$ cat config.mk
export PLATFORM = sky130hd
export DESIGN_NAME = move_resolver
export DESIGN_NICKNAME = d
export VERILOG_FILES = /design/src/rtl/move_pkg.sv /design/src/rtl/point_to_cell.sv /design/src/rtl/move_resolver.sv
export SDC_FILE = /design/constraint.sdc
export NUM_CORES = 1
export LEC_CHECK = 0
export CAP_MARGIN = 20
export CORE_ASPECT_RATIO = 0.75
export CORE_MARGIN = 2
export CORE_UTILIZATION = 34
export CTS_BUF_LIST = sky130_fd_sc_hd__clkbuf_4 sky130_fd_sc_hd__clkbuf_8
export CTS_CLUSTER_DIAMETER = 100
export DETAILED_ROUTE_END_ITERATION = 8
export DONT_BUFFER_PORTS = 1
export PLACE_DENSITY = 0.46
export SETUP_SLACK_MARGIN = 0.1
export SLEW_MARGIN = 20
export SYNTH_ARGS = -nofsm -noshare
export SYNTH_HDL_FRONTEND = slang
export SYNTH_SLANG_ARGS = --single-unit
$ cat constraint.sdc
create_clock -name clk -period 6.2 [get_ports clk]
set_input_delay 1.86 -clock clk [delete_from_list [all_inputs] [get_ports clk]]
set_output_delay 1.86 -clock clk [all_outputs]
set_load 0.02 [all_outputs]
$ cat src/rtl/move_pkg.sv
// Shared encodings and map-extent helpers for the move resolver.
package move_pkg;

    typedef enum logic [1:0] {
        IDLE   = 2'd0,
        PROBE  = 2'd1,
        DRAIN  = 2'd2,
        RESULT = 2'd3
    } state_e;

    typedef enum logic [1:0] {
        CAND_X  = 2'd0,
        CAND_Y  = 2'd1,
        CAND_XY = 2'd2
    } cand_e;

    typedef enum logic [1:0] {
        TL = 2'd0,
        TR = 2'd1,
        BL = 2'd2,
        BR = 2'd3
    } corner_e;

    localparam int unsigned DEF_GRID_W  = 8;
    localparam int unsigned DEF_GRID_H  = 8;
    localparam int unsigned DEF_CELL_PX = 60;

    localparam int unsigned MAP_PX_W = DEF_GRID_W * DEF_CELL_PX;
    localparam int unsigned MAP_PX_H = DEF_GRID_H * DEF_CELL_PX;

    // Pixel extent of a map axis for a given cell count and cell size.
    function automatic int unsigned map_extent(input int unsigned cells, input int unsigned cell_px);
        return cells * cell_px;
    endfunction

endpackage

$ cat src/rtl/point_to_cell.sv
// Maps a probe pixel to an in-map flag and (col,row) by counting cell boundaries.
module point_to_cell import move_pkg::*; #(
    parameter int unsigned GRID_W   = 8,
    parameter int unsigned GRID_H   = 8,
    parameter int unsigned CELL_PX  = 60,
    parameter int unsigned X_ORIGIN = 80,
    parameter int unsigned Y_ORIGIN = 0,
    parameter int unsigned PT_W     = 15,
    parameter int unsigned COL_W    = 3,
    parameter int unsigned ROW_W    = 3
) (
    input  logic [PT_W-1:0]  px,
    input  logic [PT_W-1:0]  py,
    output logic             in_map,
    output logic [COL_W-1:0] col,
    output logic [ROW_W-1:0] row
);

    localparam logic [PT_W-1:0] X_LO = PT_W'(X_ORIGIN);
    localparam logic [PT_W-1:0] X_HI = PT_W'(X_ORIGIN + map_extent(GRID_W, CELL_PX));
    localparam logic [PT_W-1:0] Y_LO = PT_W'(Y_ORIGIN);
    localparam logic [PT_W-1:0] Y_HI = PT_W'(Y_ORIGIN + map_extent(GRID_H, CELL_PX));

    // Points are two's complement; a set MSB means the arithmetic went negative.
    always_comb begin
        in_map = !px[PT_W-1] && !py[PT_W-1] &&
                 (px >= X_LO) && (px < X_HI) &&
                 (py >= Y_LO) && (py < Y_HI);
    end

    always_comb begin
        col = '0;
        for (int unsigned k = 1; k < GRID_W; k++) begin
            if (px >= PT_W'(X_ORIGIN + k * CELL_PX)) col = col + COL_W'(1);
        end
    end

    always_comb begin
        row = '0;
        for (int unsigned k = 1; k < GRID_H; k++) begin
            if (py >= PT_W'(Y_ORIGIN + k * CELL_PX)) row = row + ROW_W'(1);
        end
    end

endmodule

$ cat src/rtl/move_resolver.sv
// Probes the four box corners for X, Y and XY moves against a latched map and
// resolves a wall-sliding position after a fixed 14-edge check.
module move_resolver import move_pkg::*; #(
    parameter int unsigned GRID_W   = 8,
    parameter int unsigned GRID_H   = 8,
    parameter int unsigned CELL_PX  = 60,
    parameter int unsigned X_ORIGIN = 80,
    parameter int unsigned Y_ORIGIN = 0,
    parameter int unsigned COORD_W  = 10,
    parameter int unsigned COLOR_W  = 2,
    parameter int unsigned STEP_W   = 4
) (
    input  logic                              clk,
    input  logic                              rst,
    input  logic                              start,
    output logic                              busy,
    output logic                              done,
    input  logic [GRID_W*GRID_H*COLOR_W-1:0]  grid_color,
    input  logic [COORD_W-1:0]                x_pos,
    input  logic [COORD_W-1:0]                y_pos,
    input  logic [COORD_W-1:0]                width,
    input  logic [COORD_W-1:0]                height,
    input  logic [STEP_W-1:0]                 dx,
    input  logic [STEP_W-1:0]                 dy,
    output logic                              ok_x,
    output logic                              ok_y,
    output logic                              ok_xy,
    output logic [COORD_W-1:0]                new_x,
    output logic [COORD_W-1:0]                new_y
);

    localparam int unsigned PW     = COORD_W + STEP_W + 1;
    localparam int unsigned GRID_B = GRID_W * GRID_H * COLOR_W;
    localparam int unsigned COL_W  = (GRID_W > 1) ? $clog2(GRID_W) : 1;
    localparam int unsigned ROW_W  = (GRID_H > 1) ? $clog2(GRID_H) : 1;
    localparam int unsigned IDX_W  = (GRID_B > 1) ? $clog2(GRID_B) : 1;

    state_e              state_q;
    logic [3:0]          cnt_q;
    logic [COORD_W-1:0]  x_q, y_q, w_q, h_q;
    logic [STEP_W-1:0]   dx_q, dy_q;
    logic [GRID_B-1:0]   grid_q;
    logic [PW-1:0]       probe_x_q, probe_y_q;
    logic [PW-1:0]       probe_x_d, probe_y_d;
    cand_e               probe_cand_q;
    logic                probe_vld_q;
    logic                acc_x_q, acc_y_q, acc_xy_q;

    cand_e               cand;
    corner_e             corner;
    logic [COORD_W-1:0]  wm1, hm1;
    logic [PW-1:0]       step_x, step_y;

    logic                in_map;
    logic [COL_W-1:0]    cell_col;
    logic [ROW_W-1:0]    cell_row;
    int unsigned         cell_idx;
    logic [IDX_W-1:0]    bit_base;
    logic                cell_clear;

    logic [COORD_W-1:0]  new_x_d, new_y_d;

    // Zero-size boxes collapse to a single pixel, so the far-corner offset is 0.
    always_comb begin
        cand   = cand_e'(cnt_q[3:2]);
        corner = corner_e'(cnt_q[1:0]);
        wm1    = (w_q == '0) ? '0 : w_q - COORD_W'(1);
        hm1    = (h_q == '0) ? '0 : h_q - COORD_W'(1);
        step_x = (cand != CAND_Y) ? PW'($signed(dx_q)) : '0;
        step_y = (cand != CAND_X) ? PW'($signed(dy_q)) : '0;
        probe_x_d = PW'(x_q) + step_x +
                    (((corner == TR) || (corner == BR)) ? PW'(wm1) : '0);
        probe_y_d = PW'(y_q) + step_y +
                    (((corner == BL) || (corner == BR)) ? PW'(hm1) : '0);
    end

    point_to_cell #(
        .GRID_W   (GRID_W),
        .GRID_H   (GRID_H),
        .CELL_PX  (CELL_PX),
        .X_ORIGIN (X_ORIGIN),
        .Y_ORIGIN (Y_ORIGIN),
        .PT_W     (PW),
        .COL_W    (COL_W),
        .ROW_W    (ROW_W)
    ) u_point_to_cell (
        .px     (probe_x_q),
        .py     (probe_y_q),
        .in_map (in_map),
        .col    (cell_col),
        .row    (cell_row)
    );

    always_comb begin
        cell_idx   = 32'(cell_row) * GRID_W + 32'(cell_col);
        bit_base   = IDX_W'(cell_idx * COLOR_W);
        cell_clear = in_map && (grid_q[bit_base +: COLOR_W] == '0);
    end

    always_comb begin
        new_x_d = x_q;
        new_y_d = y_q;
        if (acc_xy_q) begin
            new_x_d = x_q + COORD_W'($signed(dx_q));
            new_y_d = y_q + COORD_W'($signed(dy_q));
        end else if (acc_x_q) begin
            new_x_d = x_q + COORD_W'($signed(dx_q));
        end else if (acc_y_q) begin
            new_y_d = y_q + COORD_W'($signed(dy_q));
        end
    end

    // Lookup lags the probe register by one edge; DRAIN absorbs the last probe.
    always_ff @(posedge clk or negedge rst) begin
        if (!rst) begin
            state_q      <= IDLE;
            cnt_q        <= '0;
            x_q          <= '0;
            y_q          <= '0;
            w_q          <= '0;
            h_q          <= '0;
            dx_q         <= '0;
            dy_q         <= '0;
            grid_q       <= '0;
            probe_x_q    <= '0;
            probe_y_q    <= '0;
            probe_cand_q <= CAND_X;
            probe_vld_q  <= 1'b0;
            acc_x_q      <= 1'b0;
            acc_y_q      <= 1'b0;
            acc_xy_q     <= 1'b0;
            busy         <= 1'b0;
            done         <= 1'b0;
            ok_x         <= 1'b0;
            ok_y         <= 1'b0;
            ok_xy        <= 1'b0;
            new_x        <= '0;
            new_y        <= '0;
        end else begin
            done        <= 1'b0;
            probe_vld_q <= 1'b0;

            if (probe_vld_q) begin
                case (probe_cand_q)
                    CAND_X:  acc_x_q  <= acc_x_q  & cell_clear;
                    CAND_Y:  acc_y_q  <= acc_y_q  & cell_clear;
                    CAND_XY: acc_xy_q <= acc_xy_q & cell_clear;
                    default: ;
                endcase
            end

            case (state_q)
                IDLE: begin
                    if (start) begin
                        x_q      <= x_pos;
                        y_q      <= y_pos;
                        w_q      <= width;
                        h_q      <= height;
                        dx_q     <= dx;
                        dy_q     <= dy;
                        grid_q   <= grid_color;
                        acc_x_q  <= 1'b1;
                        acc_y_q  <= 1'b1;
                        acc_xy_q <= 1'b1;
                        cnt_q    <= '0;
                        busy     <= 1'b1;
                        state_q  <= PROBE;
                    end
                end
                PROBE: begin
                    probe_x_q    <= probe_x_d;
                    probe_y_q    <= probe_y_d;
                    probe_cand_q <= cand;
                    probe_vld_q  <= 1'b1;
                    cnt_q        <= cnt_q + 4'd1;
                    if (cnt_q == 4'd11) state_q <= DRAIN;
                end
                DRAIN: begin
                    cnt_q   <= '0;
                    state_q <= RESULT;
                end
                RESULT: begin
                    ok_x    <= acc_x_q;
                    ok_y    <= acc_y_q;
                    ok_xy   <= acc_xy_q;
                    new_x   <= new_x_d;
                    new_y   <= new_y_d;
                    done    <= 1'b1;
                    busy    <= 1'b0;
                    state_q <= IDLE;
                end
                default: state_q <= IDLE;
            endcase
        end
    end

endmodule

# Word level (Yosys, flattened, before mapping)

Cells that the tools add are included.

Register bits after elaboration: 243
Bits in latches: 0
Bits in writable memories: 0
Bits in read-only memories: 0
Input port bits: 179
Output and inout port bits: 25
Logic and storage cells: 147
Memories: 0

Add/sub/neg operators: 22
Multipliers: 0
Div/mod/pow operators: 0
Magnitude comparators: 18
Eq/ne operators: 12
Shifts and indexed selects: 1
Multiplexer cells: 46
Bitwise operators: 3
Reduce and logical (&&, ||, !) cells: 22

Operators by type and width:

| cell                  | count |
|---|---|
| $shiftx 128x8->2      | 1 |
| $ge 15x9->1 const B   | 8 |
| $mux 10               | 9 |
| $ge 15x8->1 const B   | 4 |
| $mux 3                | 12 |
| $add 10x15->15        | 2 |
| $add 15x10->15        | 2 |
| $add 3x1->3 const B   | 10 |
| $ge 15x7->1 const B   | 2 |
| $mux 15               | 2 |
| $add 10x10->10        | 2 |
| $logic_not 10->1      | 2 |
| $sub 10x1->10 const B | 2 |
| $mux 1                | 17 |
| $ge 15x1->1 const B   | 1 |
| $ge 15x6->1 const B   | 1 |
| $lt 15x10->1 const B  | 1 |
| $lt 15x9->1 const B   | 1 |
| $pmux 4 s3            | 1 |
| $eq 2x2->1 const B    | 5 |
| $pmux 2 s4            | 1 |
| $reduce_and 2->1      | 4 |
| $add 6x3->6           | 1 |
| $eq 2x1->1 const B    | 3 |
| other kinds (15)      | 30 |

# Logic depth before layout (Yosys ltp)

Depth after elaboration: 23
Mapped depth: 28
Mapped depth without buffers: 25

# By module

A second synthesis with hierarchy kept.

Cells, all modules: 1626
Area, all modules: 13795.7 um^2

By module, submodules not included:

| module        | times used | cells each | area each (um^2) | seq. area each (um^2) |
|---|---|---|---|---|
| move_resolver | 1          | 1452       | 12623.4          | 6080.8 |
| point_to_cell | 1          | 174        | 1172.4           | 0.0 |

# Worst setup path after synthesis

OpenSTA, ideal clock, no wires.

Kind: register -> register
Start: reg probe_x_q[14]
End: reg acc_xy_q
Library setup time: 0.088 ns
Arrival time: 5.517 ns
Data required time: 6.112 ns
Setup slack: 0.595 ns
Cell stages (with the launch flop): 27
Path buffers: 3
Clock period less this slack: 5.605 ns
Cells stage by stage: dfrtp_1 > nor4_2 > nand2_1 > a311o_1 > ha_1 > buf_1 > xor2_1 > ha_1 > nand2_1 > nand2_1 > ha_1 > a21oi_1 > nor3_1 > ha_1 > a21o_1 > ha_1 > and3b_1 > a221oi_4 > nor3_1 > or2_1 > buf_2 > buf_6 > o311ai_0 > a41oi_1 > a31oi_1 > o2111ai_1 > a41oi_1

Longest elaborated chain between the ends: 23
Elaborated cells on any way between the ends: 37
Classes of those cells: add/sub: 7; order compare: 9; shift: 1; mux: 11; bitwise: 1; reduce/logical: 8

RTL lines:

| element                | line                 | RTL |
|---|---|---|
| from (decl)            | move_resolver.sv:43  | `logic [PW-1:0] probe_x_q, probe_y_q;` |
| from (signal assigned) | move_resolver.sv:171 | `probe_x_q <= probe_x_d;` |
| $ge 15x8->1            | point_to_cell.sv:34  | `if (px >= PT_W'(X_ORIGIN + k * CELL_PX)) col = col + COL_W'(1);` |
| $mux 1                 | point_to_cell.sv:34  |  |
| $add 1x1->2            | point_to_cell.sv:34  |  |
| $mux 3                 | point_to_cell.sv:34  |  |
| $add 3x1->3            | point_to_cell.sv:34  |  |
| $mux 3                 | point_to_cell.sv:34  |  |
| $add 3x1->3            | point_to_cell.sv:34  |  |
| $mux 3                 | point_to_cell.sv:34  |  |
| [... 7 more ...]       | --                   |  |
| $shiftx 128x8->2       | move_resolver.sv:97  | `cell_clear = in_map && (grid_q[bit_base +: COLOR_W] == '0);` |
| $logic_not 2->1        | move_resolver.sv:97  |  |
| $logic_and 1x1->1 (*)  | move_resolver.sv:97  |  |
| $and 1x1->1 (*)        | move_resolver.sv:147 | `CAND_XY: acc_xy_q <= acc_xy_q & cell_clear;` |
| $mux 1 (*)             | move_resolver.sv:144 | `case (probe_cand_q)` |
| $mux 1 (*)             | move_resolver.sv:143 | `if (probe_vld_q) begin` |
| $mux 1                 | move_resolver.sv:154 | `if (start) begin` |
| $mux 1 (*)             | move_resolver.sv:152 | `case (state_q)` |
| to (signal assigned)   | move_resolver.sv:147 |  |
| to (decl)              | move_resolver.sv:47  | `logic acc_x_q, acc_y_q, acc_xy_q;` |

Mark *: on every way between the ends. The rest lies on a longest branch, timed or not.
A chain may end at the register's enable or synchronous reset.

# Worst setup path in the final report

Start: reg probe_x_q[5]
End: reg acc_y_q

Longest elaborated chain between the ends: 23
Elaborated cells on any way between the ends: 35
Classes of those cells: add/sub: 7; order compare: 9; shift: 1; mux: 11; bitwise: 1; reduce/logical: 6

RTL lines:

| element               | line                 | RTL |
|---|---|---|
| $ge 15x8->1           | point_to_cell.sv:34  |  |
| $mux 1                | point_to_cell.sv:34  |  |
| $add 1x1->2           | point_to_cell.sv:34  |  |
| $mux 3                | point_to_cell.sv:34  |  |
| $add 3x1->3           | point_to_cell.sv:34  |  |
| $mux 3                | point_to_cell.sv:34  |  |
| $add 3x1->3           | point_to_cell.sv:34  |  |
| $mux 3                | point_to_cell.sv:34  |  |
| [... 7 more ...]      | --                   |  |
| $shiftx 128x8->2      | move_resolver.sv:97  |  |
| $logic_not 2->1       | move_resolver.sv:97  |  |
| $logic_and 1x1->1 (*) | move_resolver.sv:97  |  |
| $and 1x1->1 (*)       | move_resolver.sv:146 | `CAND_Y: acc_y_q <= acc_y_q & cell_clear;` |
| $mux 1 (*)            | move_resolver.sv:144 |  |
| $mux 1 (*)            | move_resolver.sv:143 |  |
| $mux 1                | move_resolver.sv:154 |  |
| $mux 1 (*)            | move_resolver.sv:152 |  |
| to (signal assigned)  | move_resolver.sv:146 |  |
| to (decl)             | move_resolver.sv:47  |  |

Marked as above.

==> summary.md <==
| Metric | Value |
|---|---|
| First-pass GRT wire length | `61.5 mm` |
| Initial antenna violation count | `0` |
| Reg clk slew, reported paths | `0.06 ns` |
| Final hold slack | `0.471 ns` |
| Clock Path Buffers | `3` |
| Final ANT Viol Nets | `0` |
| Synthesized cell area | `13700 um^2` |
| XOR/XNOR share of the synthesized area | `0.0377` |
| Vias in the first global route | `10900` |
| R2R depth | `24` |
| EDFF count, synth | `0` |
| Critical Path AT | `6.20 ns` |
| Largest family of logic cells by synthesized area | `simple AND/OR/NAND/NOR gates` |
| Hold worst-path end | `grid_q[55]` |
| Tot GR Track Use | `0.187` |
| Post-Synth Simple-Gate Area | `0.255` |
| Final worst path period need | `5.75 ns` |
| WL/cell | `18.0 um` |
| Primary FF master, synth | `dfrtp_1` |
| Max Clk Rate | `174 MHz` |
| Dpl hpwl | `29.0 mm` |
| Largest net degree at the start of global routing | `240` |
| Crit Path Max Fanout | `21` |
| Syn-to-layout area delta | `11.1%` |
| Hold Path Origin | `grid_q[55]` |
| Dpl cell area | `14200 um^2` |
| Pre-antenna DRT Iters | `5` |
| Worst-Skew Late Latency | `0.57 ns` |
| Post-layout nets | `1887` |
| Num Clock Sinks | `239` |
| Overflow after GRT | `0` |
| Mux contribution to synthesized area | `0.0194` |
| Top cells by area, synth | `dfrtp_1, nand2_1, ha_1, fa_1, nor2_1` |
| Fin area | `15200 um^2` |
| Flops & latches, synth | `239` |
| Root Driver | `clkbuf_8` |
| Final setup viols | `0` |
| Die area | `41900 um^2` |
| RSZ-0062 raised after global routing | `no` |
| Syn. warnings | `0` |
| Routed via count | `10900` |
| Max Slew Vio Count | `0` |
| Reg2reg end | `acc_y_q` |
| Fillers | `4121` |
| Top cell type's share of synthesized area | `0.437` |
| Port buffer count | `0` |
| Final Skew | `0.0328 ns` |
| DR iter-0 viols | `633` |
| Reg-to-reg startpoint | `probe_x_q[5]` |
| Starting Density | `0.346` |
| CORE AREA | `39600 um^2` |
| TritonCTS clock tree | `built` |
| Hold Vio Cnt, Final | `0` |
| Inserted Clock Buffers | `42` |
| Critical Path Sink Type | `flip-flop` |
| Crit path kind | `reg2reg` |
| DR DRC count | `0` |
| Tightest Pin Transition | `0.932 ns` |
| Count leader, synth | `nand2_1` |
| Syn Area/Cell | `8.39 um^2` |
| Outcome | `finished, final reports clean` |
| Routability congestion estimate | `0.846` |
| Ant diodes | `0` |
| Num ports | `204` |
| Ys async rst share | `1.00` |
| Cell variety after synth | `65` |
| Yosys top cell by area | `dfrtp_1` |
| Startpoint types | `flip-flop` |
| Max cap viols | `0` |
| Adder-cell area share of the yosys netlist | `0.0908` |
| Layout cell share with drive strength beyond 1 | `0.0835` |
| Die height | `178 um` |
| Flop2flop setup slack | `0.45 ns` |
| Hold/Removal Path Class | `reg2reg` |
| Hold Path Depth | `2` |
| Most frequent cells after synthesis | `nand2_1, dfrtp_1, nor2_1` |
| Synth Area in Compound Gates | `0.122` |
| Setup tns final | `0 ns` |
| H-tree Lvls | `2` |
| Via density | `5.01` |
| Cells after Synth | `1633` |
| Slew margin rel. | `0.379` |
| Post-synthesis sequential area ratio | `0.437` |
| Syn Nets | `1897` |
| Horiz. Die Dim | `236 um` |
| Rows | `63` |
| Final wirelength | `39.1 mm` |
| Required time worst endpoint | `6.66 ns` |
| Tcrit/Tclk final | `0.927` |
==> worst max path at each step <==
stage,startpoint,end
after floorplan,probe_x_q[14],acc_xy_q
after global placement,probe_y_q[14],acc_x_q
after detailed placement,probe_y_q[14],acc_x_q
after CTS,probe_y_q[14],acc_x_q
after global routing,probe_x_q[14],acc_y_q
final,probe_x_q[5],acc_y_q
==> registers in the layout (all words and copies together) (netlist names), 10 cells and up <==
signal	flops
y_q	10
probe_x_q	13
new_y	10
grid_q	128
probe_y_q	13
w_q	10
h_q	10
new_x	10
x_q	10
==> per-layer routing <==
layer | up-vias | part of all wire | track usage
met5 | - | 0 | 0
met4 | 0 | 0.017 | 0.0422
met3 | 52 | 0.049 | 0.0383
met2 | 191 | 0.41 | 0.269
met1 | 5214 | 0.52 | 0.286
li1 | 5433 | - | -
==> cell families after synthesis <==
group                      count (synthesis)
AOI/OAI and AO/OA                        257
xor gates and xnor gates                  59
adders and majority gates                 85
buffers and inverters                    138
DFF                                      239
muxes                                     24
and+or+nand+nor                          831
==> metrics by stage <==
| stage | utilization | cells | setup WS [ns] |
|---|---|---|---|
| final | 0.384 | 2173 | 0.452 |
| after global routing | 0.384 | 2173 | 0.0976 |
| after CTS | 0.381 | 2172 | 0.110 |
| after detailed placement | 0.359 | 2098 | 0.153 |
| after global placement | 0.359 | 2098 | 0.315 |
| after floorplan | - | 1633 | 0.595 |
==> what timing repair did <==
| item | 4_1_cts | 5_1_grt |
|---|---|---|
| endpoints found under the hold margin | 0 | 0 |
| hold buffers | 0 | 0 |
| buffers inserted | 0 | 1 |
| resized for setup | 0 | 21 |
| endpoints found under the setup margin | 0 | 3 |
==> cell usage in the layout, fill, tap and decap left out, drive strengths merged, types with 24 or more instances in the layout <==
cell,instances
fa,24
nor3,51
ha,61
xnor2,43
clkbuf,65
nand2,566
nor2,108
o21ai,69
dfrtp,239
inv,64
a21oi,75
==> worst max-delay path, stage by stage, from the launching register on <==
cell	delay [ns]
dfrtp_2	0.47
or3_1	0.39
a311o_1	0.42
ha_4	0.34
xor2_1	0.16
ha_1	0.26
nand2_1	0.07
nand2_1	0.06
ha_1	0.26
a21oi_1	0.16
nor3_1	0.08
ha_1	0.31
a21o_1	0.16
ha_1	0.19
and3b_1	0.19
a221oi_4	0.22
buf_6	0.17
nor3_2	0.05
or2_1	0.31
buf_6	0.20
o31ai_1	0.23
o32ai_1	0.14
o31ai_1	0.32
o2111ai_2	0.20
a41oi_1	0.25
==> area by class of cell <==
class / count / area [um^2] / share of cell area
clock buffer: 65 / 826 / 0.0543
timing repair buffer: 20 / 158 / 0.0104
inverter: 64 / 240 / 0.0158
sequential: 239 / 5980 / 0.393
clock inverter: 9 / 73.8 / 0.00485
tap: 520 / 651 / 0.0428
multi-input combinational: 1256 / 7280 / 0.479
Power is not shown: default switching activity piles up to over one toggle a cycle in this logic, so the estimate is an artifact.
==> RTL edit, RTL diff (config.mk and constraints unchanged) <==
`COORD_W`: 10 -> 20.
--- a/src/rtl/move_resolver.sv
+++ b/src/rtl/move_resolver.sv
@@ -6,7 +6,7 @@
     parameter int unsigned CELL_PX  = 60,
     parameter int unsigned X_ORIGIN = 80,
     parameter int unsigned Y_ORIGIN = 0,
-    parameter int unsigned COORD_W  = 10,
+    parameter int unsigned COORD_W  = 20,
     parameter int unsigned COLOR_W  = 2,
     parameter int unsigned STEP_W   = 4
 ) (
Ports: changed (6 resized); port bits go from 204 to 264. No check against the original RTL was run, so the function may have changed too.
==> RTL edit against the original RTL <==
- setup slack got worse by 110 ps
- final area up 41%
- synthesized area up 40%
- synthesized cell count grew 37%
- via count rose by 39%
- wire length is 35% higher
- die area up 39%
- sequential cell count grew 80
- critical path type unchanged
- critical endpoint is now acc_x_q$_DFF_PN0_
- largest cell class unchanged
==> RTL edit: results (changes against the original RTL) <==
outcome: completed
Register-to-Register Path Depth: 20 (-17%)
Critical Path Sink: acc_x_q$_DFF_PN0_
HP Start: grid_q[84]$_DFFE_PN0P_
DPL Wire Length: 38010 um (+31%)
GRT Total Usage: 18.13% (-0.60 points)
worst relative slew slack: 14.84% (-23 points)
fraction of the yosys area taken by sequential cells: 41.68% (-2.0 points)
largest net degree at the start of global routing: 320 (+33%)
CTS buffer count: 57 (+36%)
Area Growth Syn to Fin: 12.20%
crit path DAT: 6420 ps (+220 ps)
Routed wire per std cell: 17.58 um (-2.3%)
initial DRC count: 842 (+33%)
final WL: 52780 um (+35%)
critical path's slowest cell: nor4_1
met3 WL: 1823 um (-4.3%)
Synth Area in Adders: 11.33% (+2.2 points)
Worst R2R Setup Slack: 340 ps (-110 ps)
Syn Nets: 2598 (+37%)
GR Layer Usage met3: 2.783% (-1.0 points)
routability cong.: 0.8227 (-2.8%)
first-pass GRT wire length: 84370 um (+37%)
Post-Place Cells: 2892 (+38%)
Hold Worst Slack: 472.4 ps (+1.531 ps)
Top Registers: grid_q: 128 flops, probe_x_q: 23 flops, probe_y_q: 23 flops
M2 GR Usage: 29.95% (+3.0 points)
Crit path max-delay family: simple AND/OR/NAND/NOR gates
placed instance area: 0.01989 mm^2 (+40%)
Hold Path End: grid_q[84]$_DFFE_PN0P_
met1 usage: 24.84% (-3.7 points)
filler instances: 5667 (+38%)
routed wl met2: 25000 um (+54%)
pre-CTS WS: -93.69 ps (-247.0 ps)
worst r2r src: probe_y_q[13]$_DFFE_PN0P_
## RTL edit: cell types whose count changed in the layout (fill, tap and decap cells not counted), moves of 41 or more
cell     delta
ha_1       +41
nand2_1   +140
nor2_1     +81
a21oi_1    +68
dfrtp_1    +81
## RTL edit: area by class of cell
| class | instances | share of cell area, % |
|---|---|---|
| Inverter | 59 | 1.031 |
| Timing Repair Buffer | 36 | 1.654 |
| Clock buffer | 90 | 5.240 |
| Tap cell | 731 | 4.256 |
| Clock inverter | 9 | 0.8442 |
| Sequential cell | 319 | 37.15 |
| Multi-Input combinational cell | 1759 | 49.83 |
## RTL edit: timing repair
| action | in CTS | in global routing |
|---|---|---|
| hold buffers | 0 | 0 |
| setup buffers | 2 | 7 |
| resized for setup | 3 | 31 |
| setup endpoints to repair | 3 | 8 |
| pin swaps | 1 | 9 |
| cloned | 1 | 2 |
## RTL edit: where the power goes
part	total, mW	internal, mW	switching, mW
clock network	2.31	1.35	0.960
registers	4.14	3.06	1.09
logic	5.89	2.54	3.35
total	12.3	6.95	5.40
